<file path="config.mk">
export PLATFORM = sky130hd
export DESIGN_NAME = gf_clmul_seq_flat
export DESIGN_NICKNAME = d
export VERILOG_FILES = /design/src/rtl/gf_clmul_if.sv /design/src/rtl/gf_clmul_seq.sv /design/src/flat_wrapper.sv
export SDC_FILE = /design/constraint.sdc
export NUM_CORES = 1
export LEC_CHECK = 0
export CORE_AREA = 2 2 76 63
export DETAILED_ROUTE_END_ITERATION = 16
export DIE_AREA = 0 0 78 65
export PLACE_DENSITY = 0.79
export REMOVE_ABC_BUFFERS = 1
export SLEW_MARGIN = 20
export SYNTH_ARGS = -nofsm -noshare
export SYNTH_HDL_FRONTEND = slang
export SYNTH_SLANG_ARGS = --single-unit
export TNS_END_PERCENT = 30
</file>
<file path="constraint.sdc">
create_clock -name clk -period 2.85 [get_ports clk]
set_input_delay 0.4275 -clock clk [delete_from_list [all_inputs] [get_ports clk]]
set_output_delay 0.4275 -clock clk [all_outputs]
set_load 0.01 [all_outputs]
</file>
<file path="src/rtl/gf_clmul_if.sv">
// Request/response bundle of the sequential carry-less multiplier.
// The level-held op_enable / op_finish handshake is shared with the reducer stage.
interface gf_clmul_if #(
  parameter int DATA_WIDTH = 8
);
  localparam int GW = $clog2(DATA_WIDTH) + 1;

  logic                    op_enable;
  logic [GW-1:0]           polyn_grade;
  logic [DATA_WIDTH-1:0]   a_in;
  logic [DATA_WIDTH-1:0]   b_in;
  logic [2*DATA_WIDTH-1:0] out;
  logic                    op_finish;

  modport master (
    output op_enable, polyn_grade, a_in, b_in,
    input  out, op_finish
  );

  modport slave (
    input  op_enable, polyn_grade, a_in, b_in,
    output out, op_finish
  );
endinterface

</file>
<file path="src/rtl/gf_clmul_seq.sv">
// Sequential GF(2)[x] multiplier: unreduced 2*DATA_WIDTH-bit product, LSB-first over b.
// Define GF_CLMUL_TWO_BIT_EN to retire two multiplier bits per clock.
module gf_clmul_seq #(
  parameter int DATA_WIDTH = 8
) (
  input logic       clk,
  input logic       rst_n,
  gf_clmul_if.slave bus
);
  localparam int GW = $clog2(DATA_WIDTH) + 1;
  localparam int PW = 2 * DATA_WIDTH;
`ifdef GF_CLMUL_TWO_BIT_EN
  localparam int STEP = 2;
`else
  localparam int STEP = 1;
`endif
  localparam logic [GW-1:0] W_G    = GW'(DATA_WIDTH);
  localparam logic [GW-1:0] STEP_G = GW'(STEP);

  typedef enum logic [1:0] {IDLE, RUN, DONE} state_t;

  state_t                state, state_nxt;
  logic [PW-1:0]         a_sh, acc;
  logic [DATA_WIDTH-1:0] b_sh;
  logic [GW-1:0]         cnt;
  logic [GW-1:0]         g_eff;
  logic [DATA_WIDTH-1:0] mask;
  logic [STEP:0][PW-1:0] pp;

  assign g_eff = (bus.polyn_grade > W_G) ? W_G : bus.polyn_grade;

  for (genvar k = 0; k < DATA_WIDTH; k++) begin : g_mask
    assign mask[k] = (GW'(k) < g_eff);
  end

  // a is pre-shifted and b consumed from the bottom, so the active bits are always at index 0..STEP-1
  assign pp[0] = acc;
  for (genvar k = 0; k < STEP; k++) begin : g_step
    assign pp[k+1] = pp[k] ^ (b_sh[k] ? (a_sh << k) : '0);
  end

  always_ff @(posedge clk or negedge rst_n) begin
    if (!rst_n) state <= IDLE;
    else        state <= state_nxt;
  end

  always_comb begin
    state_nxt = state;
    case (state)
      IDLE: if (bus.op_enable) state_nxt = (g_eff == '0) ? DONE : RUN;
      RUN: begin
        if (!bus.op_enable)       state_nxt = IDLE;
        else if (cnt <= STEP_G)   state_nxt = DONE;
      end
      DONE: if (!bus.op_enable) state_nxt = IDLE;
      default: state_nxt = IDLE;
    endcase
  end

  always_ff @(posedge clk or negedge rst_n) begin
    if (!rst_n) begin
      a_sh <= '0;
      b_sh <= '0;
      cnt  <= '0;
      acc  <= '0;
    end else begin
      case (state)
        IDLE: if (bus.op_enable) begin
          a_sh <= PW'(bus.a_in & mask);
          b_sh <= bus.b_in & mask;
          cnt  <= g_eff;
          acc  <= '0;
        end
        RUN: if (bus.op_enable) begin
          acc  <= pp[STEP];
          a_sh <= a_sh << STEP;
          b_sh <= b_sh >> STEP;
          cnt  <= (cnt > STEP_G) ? cnt - STEP_G : '0;
        end
        default: ;
      endcase
    end
  end

  // acc is frozen outside RUN, so outputs decode purely from registers
  always_comb begin
    bus.out       = '0;
    bus.op_finish = 1'b0;
    if (state == DONE) begin
      bus.out       = acc;
      bus.op_finish = 1'b1;
    end
  end
endmodule

</file>
<file path="src/flat_wrapper.sv">
// flat-port wrapper written by rule: the top's interface ports become plain ports
module gf_clmul_seq_flat 
#(
  parameter int DATA_WIDTH = 8
)
  (clk, rst_n, bus_op_enable, bus_polyn_grade, bus_a_in, bus_b_in, bus_out, bus_op_finish);
  gf_clmul_if #(.DATA_WIDTH(DATA_WIDTH)) bus_i ();
  input logic clk;
  input logic rst_n;
  input wire logic [$bits(bus_i.op_enable)-1:0] bus_op_enable;
  input wire logic [$bits(bus_i.polyn_grade)-1:0] bus_polyn_grade;
  input wire logic [$bits(bus_i.a_in)-1:0] bus_a_in;
  input wire logic [$bits(bus_i.b_in)-1:0] bus_b_in;
  output wire logic [$bits(bus_i.out)-1:0] bus_out;
  output wire logic [$bits(bus_i.op_finish)-1:0] bus_op_finish;
  assign bus_i.op_enable = bus_op_enable;
  assign bus_i.polyn_grade = bus_polyn_grade;
  assign bus_i.a_in = bus_a_in;
  assign bus_i.b_in = bus_b_in;
  assign bus_out = bus_i.out;
  assign bus_op_finish = bus_i.op_finish;
  gf_clmul_seq #(.DATA_WIDTH(DATA_WIDTH)) u_core (.clk(clk), .rst_n(rst_n), .bus(bus_i));
endmodule
</file>
==> results of run 1 <==
[cells in the mapped netlist (2+ instances only)]
master    number  area [µm²]
and2_1        16         100
o21a_1         5        37.5
o221ai_1       2        17.5
a32oi_1        6        52.6
ha_1           2        25.0
nand2b_1       2        12.5
nor3_1         3        15.0
o211ai_1       6        45.0
nor2_1        27         101
a21o_1         2        15.0
nand2_1       29         109
inv_1          7        26.3
o21ai_1       10        50.1
nand3_1        5        25.0
dfrtp_1       46        1150
a22oi_1        2        15.0
nor2b_1        4        25.0
a31oi_1        6        37.5
buf_2         16        80.1
a21oi_1        8        40.0
nand4b_1      16         140
o21ai_0        4        20.0
xor2_1        16         140
clkbuf_1       4        15.0
[stage by stage]
stage	instance area (µm²)	std cells	power, µW	worst slack [ps]
after floorplan	2300	236	1650	911
after global placement	2810	342	1970	705
after detailed placement	2810	342	2000	702
after CTS	2920	350	2470	567
after global routing	2920	350	2640	441
final	2920	350	2460	589
[layer usage]
metal  share of wire  vias to the layer above  GRT usage
li1                -                      953          -
met1            0.44                      934      0.286
met2            0.48                       66      0.366
met3           0.065                        9     0.0432
met4           0.015                        0     0.0789
met5               0                        -          0
[worst register-to-register path: cells and delay by family (launching register included)]
| kind | cells | cell delay [ps] |
|---|---|---|
| simple gates | 3 | 870 |
| flops | 1 | 380 |
| buf+inv | 1 | 200 |
[path summary, 6_finish.rpt]
check	startpoint	end	slack, ps	cells past startpoint
max reg2reg	u_core.state[1]	u_core.acc[10]	1260	4
max in group asynchronous	rst_n	u_core.a_sh[6]	2350	1
min	rst_n	u_core.acc[13]	120	1
min reg2reg	u_core.a_sh[15]	u_core.a_sh[15]	490	2
min in group clk	u_core.a_sh[15]	u_core.a_sh[15]	490	2
max	u_core.state[0]	bus_out[0]	590	4
[registers in the layout, summed over array words and instances (netlist names)]
name          count
u_core.acc       16
u_core.a_sh      16
u_core.state      2
u_core.cnt        4
u_core.b_sh       8
[where the power goes]
part / switching (µW) / internal, µW
registers: 180 / 870
clock network: 209 / 262
logic: 541 / 394
[logic make-up (layout without fill, tap and decap cells)]
group	after synthesis	in the layout	share of synthesized area
and+or+nand+nor	110	110	0.244
AOI/OAI and AO/OA	55	55	0.155
DFF	46	46	0.481
buffers and inverters	27	61	0.0507
xor gates and xnor gates	16	16	0.0585
adders and majority gates	2	2	0.0105
[final cells by class]
type,instances,share of cell area
Sequential cell,46,0.394
Multi-Input combinational cell,183,0.384
Timing Repair Buffer,46,0.151
Clock buffer,7,0.0261
Tap cell,60,0.0257
Clock inverter,1,0.0103
Inverter,7,0.00900
==> results.toml, run 1 <==
[cts]
cts_made_buffers = 5
cts_sinks = 46
cts_max_path_buffers = 2
cts_resized = 0
cts_tree = "built"
post_cts_buffers = 0
clk_latency_ps = 300
clk_pin_slew_ps = 80
cts_root_buf = "clkbuf_8"
cts_hold_buf = 0
h-tree-depth = 2

[floorplanning]
fp.dieH_um = 65
placementRows = 22
core_um2 = 4400
die_w_um = 78
initial_core_util = 0.543
pin_count = 40
die-area_um2 = 5070

[sta]
slew_violations = 0
finalHoldViolCount = 0
fin_hold_ws_ps = 121
fin_setup_tns_ps = 0
fin_crit_ps = 2260
setup_viol = 0
clock-skew-final_ps = 2.02
rsz0062_at_grt = "false"
min_period_over_period = 0.793
worstMarginPinSlew_ps = 689
max_freq_mhz = 442
maxSlewHeadroom = 0.540

[grt]
grt_overflow_total = 0
grt_util_all_layers = 0.219
grt_max_degree = 47
grt_pass1_vias = 1910
antenna_found_initial = 0
grt_first_pass_wirelength_um = 8740

[synthesis]
synthFlopType = "dfrtp_1"
synthArstFlopShare = 1.00
yosys_warnings = 0
syn_area_um2 = 2390
syn_avg_cell_area_um2 = 9.35
synth_cell_types = 36
ys_seq_area_frac = 0.481
synth_edf_count = 0
syn_inst = 256
synth_seq_cells = 46

[setup_path]
end_kind = "primary output"
critPathMaxFanout = 12
setup.worst_path.start_class = "flip-flop"
path_cells = "nor2b_1 > buf_4 > and2_1 > clkdlybuf4s50_1"
cp.arrival_ps = 1830
crit_type = "reg2out"
slowest_delay_ps = 520
crit_buf_inv = 2
worst_path_max_delay_cell = "clkdlybuf4s50_1"
cp_top_family = "buffers and inverters"
cp_data_required_time_ps = 2420

[run_status]
run_status = "finished, final reports clean"

[finish]
n_antenna_cell = 0
layout_common_cells = "46 x dfrtp_1, 38 x clkdlybuf4s50_1, 29 x nand2_1"
multiInputGateArea_um2 = 1120
layout-drive-gt1-share = 0.0586
seq_area_um2 = 1150
layout_commonest_cell = "dfrtp_1"
num-fill-cells = 377
utilization = 0.663
syn2layout_area_growth_pct = 22.0
layout.nets = 314

[detailed_routing]
vias = 1962
drtAntennaViolNets = 0
dr.first_iter.drc_count = 119
wirelength_um = 5050
drcViolationCount = 0
dr.pass1.iters = 4
viasPerCell = 5.61
avgRoutedWirePerCell_um = 14.4

[placed_design]
gp_congestion = 0.849
dp_hpwl_um = 3490
numPortBuffers = 39

[pwr]
vdd_drop_max_mv = 0.503
power_density_nw_per_um2 = 841
cellLeakagePower_uw = 0.00123

[hold_path]
holdCritPathClass = "in2async"

[flow_run]
maxCapViolations = 0
Note: power is estimated with default switching activity, not from simulation.
==> run 2, diff against run 1 <==
- CORE_AREA: 2 2 76 63 -> 2 2 82 69
- DIE_AREA: 0 0 78 65 -> 0 0 84 71
- PLACE_DENSITY: 0.79 -> 0.7
- clock period: 2.85 -> 2 ns (I/O delays scaled with it)
==> run 2 against run 1 <==
Compared with the run above:
- die area increased by 18%
- total power rose by 47%
- cell area rose by 4.1%
- cell count grew 3.1%
- global-route usage down 2.6 points
- hold slack lost 35 ps
- via count is 0.97% higher
- clock power is 43% higher
- non-clock buffer count increased by 6
- clock skew increased by 3.0 ps
- setup slack got worse by 430 ps
- sequential power increased by 44%
==> results.toml, run 2 (synthesized netlist as in run 1, its figures left out) <==
[floorplanning]
placementRows = 24
fp.dieH_um = 71
pin_count = 40
die_w_um = 84
core_um2 = 5190
initial_core_util = 0.461
die-area_um2 = 5960

[detailed_routing]
drcViolationCount = 0
wirelength_um = 5280
vias = 1981
dr.pass1.iters = 5
viasPerCell = 5.49
drtAntennaViolNets = 0
avgRoutedWirePerCell_um = 14.6
dr.first_iter.drc_count = 71

[sta]
max_freq_mhz = 543
fin_setup_tns_ps = 0
setup_viol = 0
slew_violations = 0
rsz0062_at_grt = "false"
clock-skew-final_ps = 5.00
worstMarginPinSlew_ps = 598
min_period_over_period = 0.921
maxSlewHeadroom = 0.601
finalHoldViolCount = 0
fin_crit_ps = 1840

[finish]
reg_top3 = "u_core.a_sh x16, u_core.acc x16, u_core.b_sh x8"
n_antenna_cell = 0
layout_commonest_cell = "dfrtp_1"
layout.nets = 320
layout_common_cells = "46 x dfrtp_1, 29 x nand2_1, 27 x nor2_1"
layout-drive-gt1-share = 0.0811
fin_area_um2 = 3040
utilization = 0.585
syn2layout_area_growth_pct = 27.0

[placed_design]
numPortBuffers = 39
gp_congestion = 0.790
placed_cell_area_um2 = 2880
dp_hpwl_um = 3610

[setup_path]
crit_type = "reg2out"
critPathMaxFanout = 4
r2r_start = "u_core.state[0]"
cp.arrival_ps = 1540
end_kind = "primary output"
setup.worst_path.start_class = "flip-flop"
r2r_slack_ps = 250
crit_path_start = "u_core.state[0]"
cp_data_required_time_ps = 1700

[grt]
antenna_found_initial = 0
grt_util_all_layers = 0.193
grt_overflow_total = 0
grt_max_degree = 47
grt_first_pass_wirelength_um = 9310
grt_pass1_vias = 1970

[cts]
clk_latency_ps = 290
cts_hold_buf = 0
cts_tree = "built"
h-tree-depth = 2
cts_sinks = 46
cts_max_path_buffers = 2
cts_root_buf = "clkbuf_8"
cts_made_buffers = 5
clk_pin_slew_ps = 80

[flow_run]
maxCapViolations = 0

[pwr]
power_density_nw_per_um2 = 1190
cellLeakagePower_uw = 0.00153
vdd_drop_max_mv = 0.674

[hold_path]
holdCritPathClass = "in2async"

[run_status]
run_status = "finished, final reports clean"
==> run 2: changes by cell type in the layout (fill, tap and decap cells not counted) <==
cell,change
buf_2,+1
buf_6,+1
buf_4,+2
clkdlybuf4s50_1,-14
nor2b_1,-1
nor2b_4,+1
dlymetal6s2s_1,+14
buf_12,+2
==> run 2: power breakdown <==
part	switching (µW)	internal, µW
clock	300	374
combinational	787	632
sequential	272	1240
total	1360	2250
==> run 2: cell type report <==
class | instances | area (µm²)
well taps | 65 | 81.3
fillers | 462 | 2150
inverters | 7 | 26.3
clock inverters | 1 | 30.0
repair buffers | 52 | 547
multi-input cells | 183 | 1130
clock buffers | 7 | 76.3
flip-flops and latches | 46 | 1150
==> run 2: final timing paths <==
kind / endpoint / depth (start not counted)
setup / recovery: bus_out[0] / 3
hold / removal: u_core.acc[14] / 2
setup reg to reg: u_core.cnt[3] / 5
hold reg to reg: u_core.a_sh[15] / 2
max in group asynchronous: u_core.a_sh[6] / 2
min in group clk: u_core.a_sh[15] / 2
==> run 2: repair_timing <==
item | 4_1_cts | 5_1_grt
setup endpoints to repair | 14 | 14
setup buffers | 0 | 1
resized for setup | 3 | 14
==> run 2: layer usage <==
| metal | vias to the layer above | share of wire | GRT usage |
|---|---|---|---|
| met3 | 7 | 0.044 | 0.0373 |
| met4 | 0 | 0.012 | 0.0645 |
| met1 | 956 | 0.49 | 0.274 |
| li1 | 970 | - | - |
| met2 | 48 | 0.45 | 0.301 |
| met5 | - | 0 | 0 |
==> run 2: stage by stage <==
stage                     instances  power (µW)  setup WS (ps)  hold WS (ps)
after floorplan                 236        2350           78.9          4.41
after global placement          352        2870            283           422
after detailed placement        352        2930            247           433
after CTS                       360        3630           18.4           112
after global routing            361        3900           82.2           125
final                           361        3600            158          86.7
==> run 2: critical path: stages, from the launching register on <==
cell,delay [ps]
dfrtp_1,410
nor2b_4,160
and2_1,150
clkdlybuf4s50_1,530
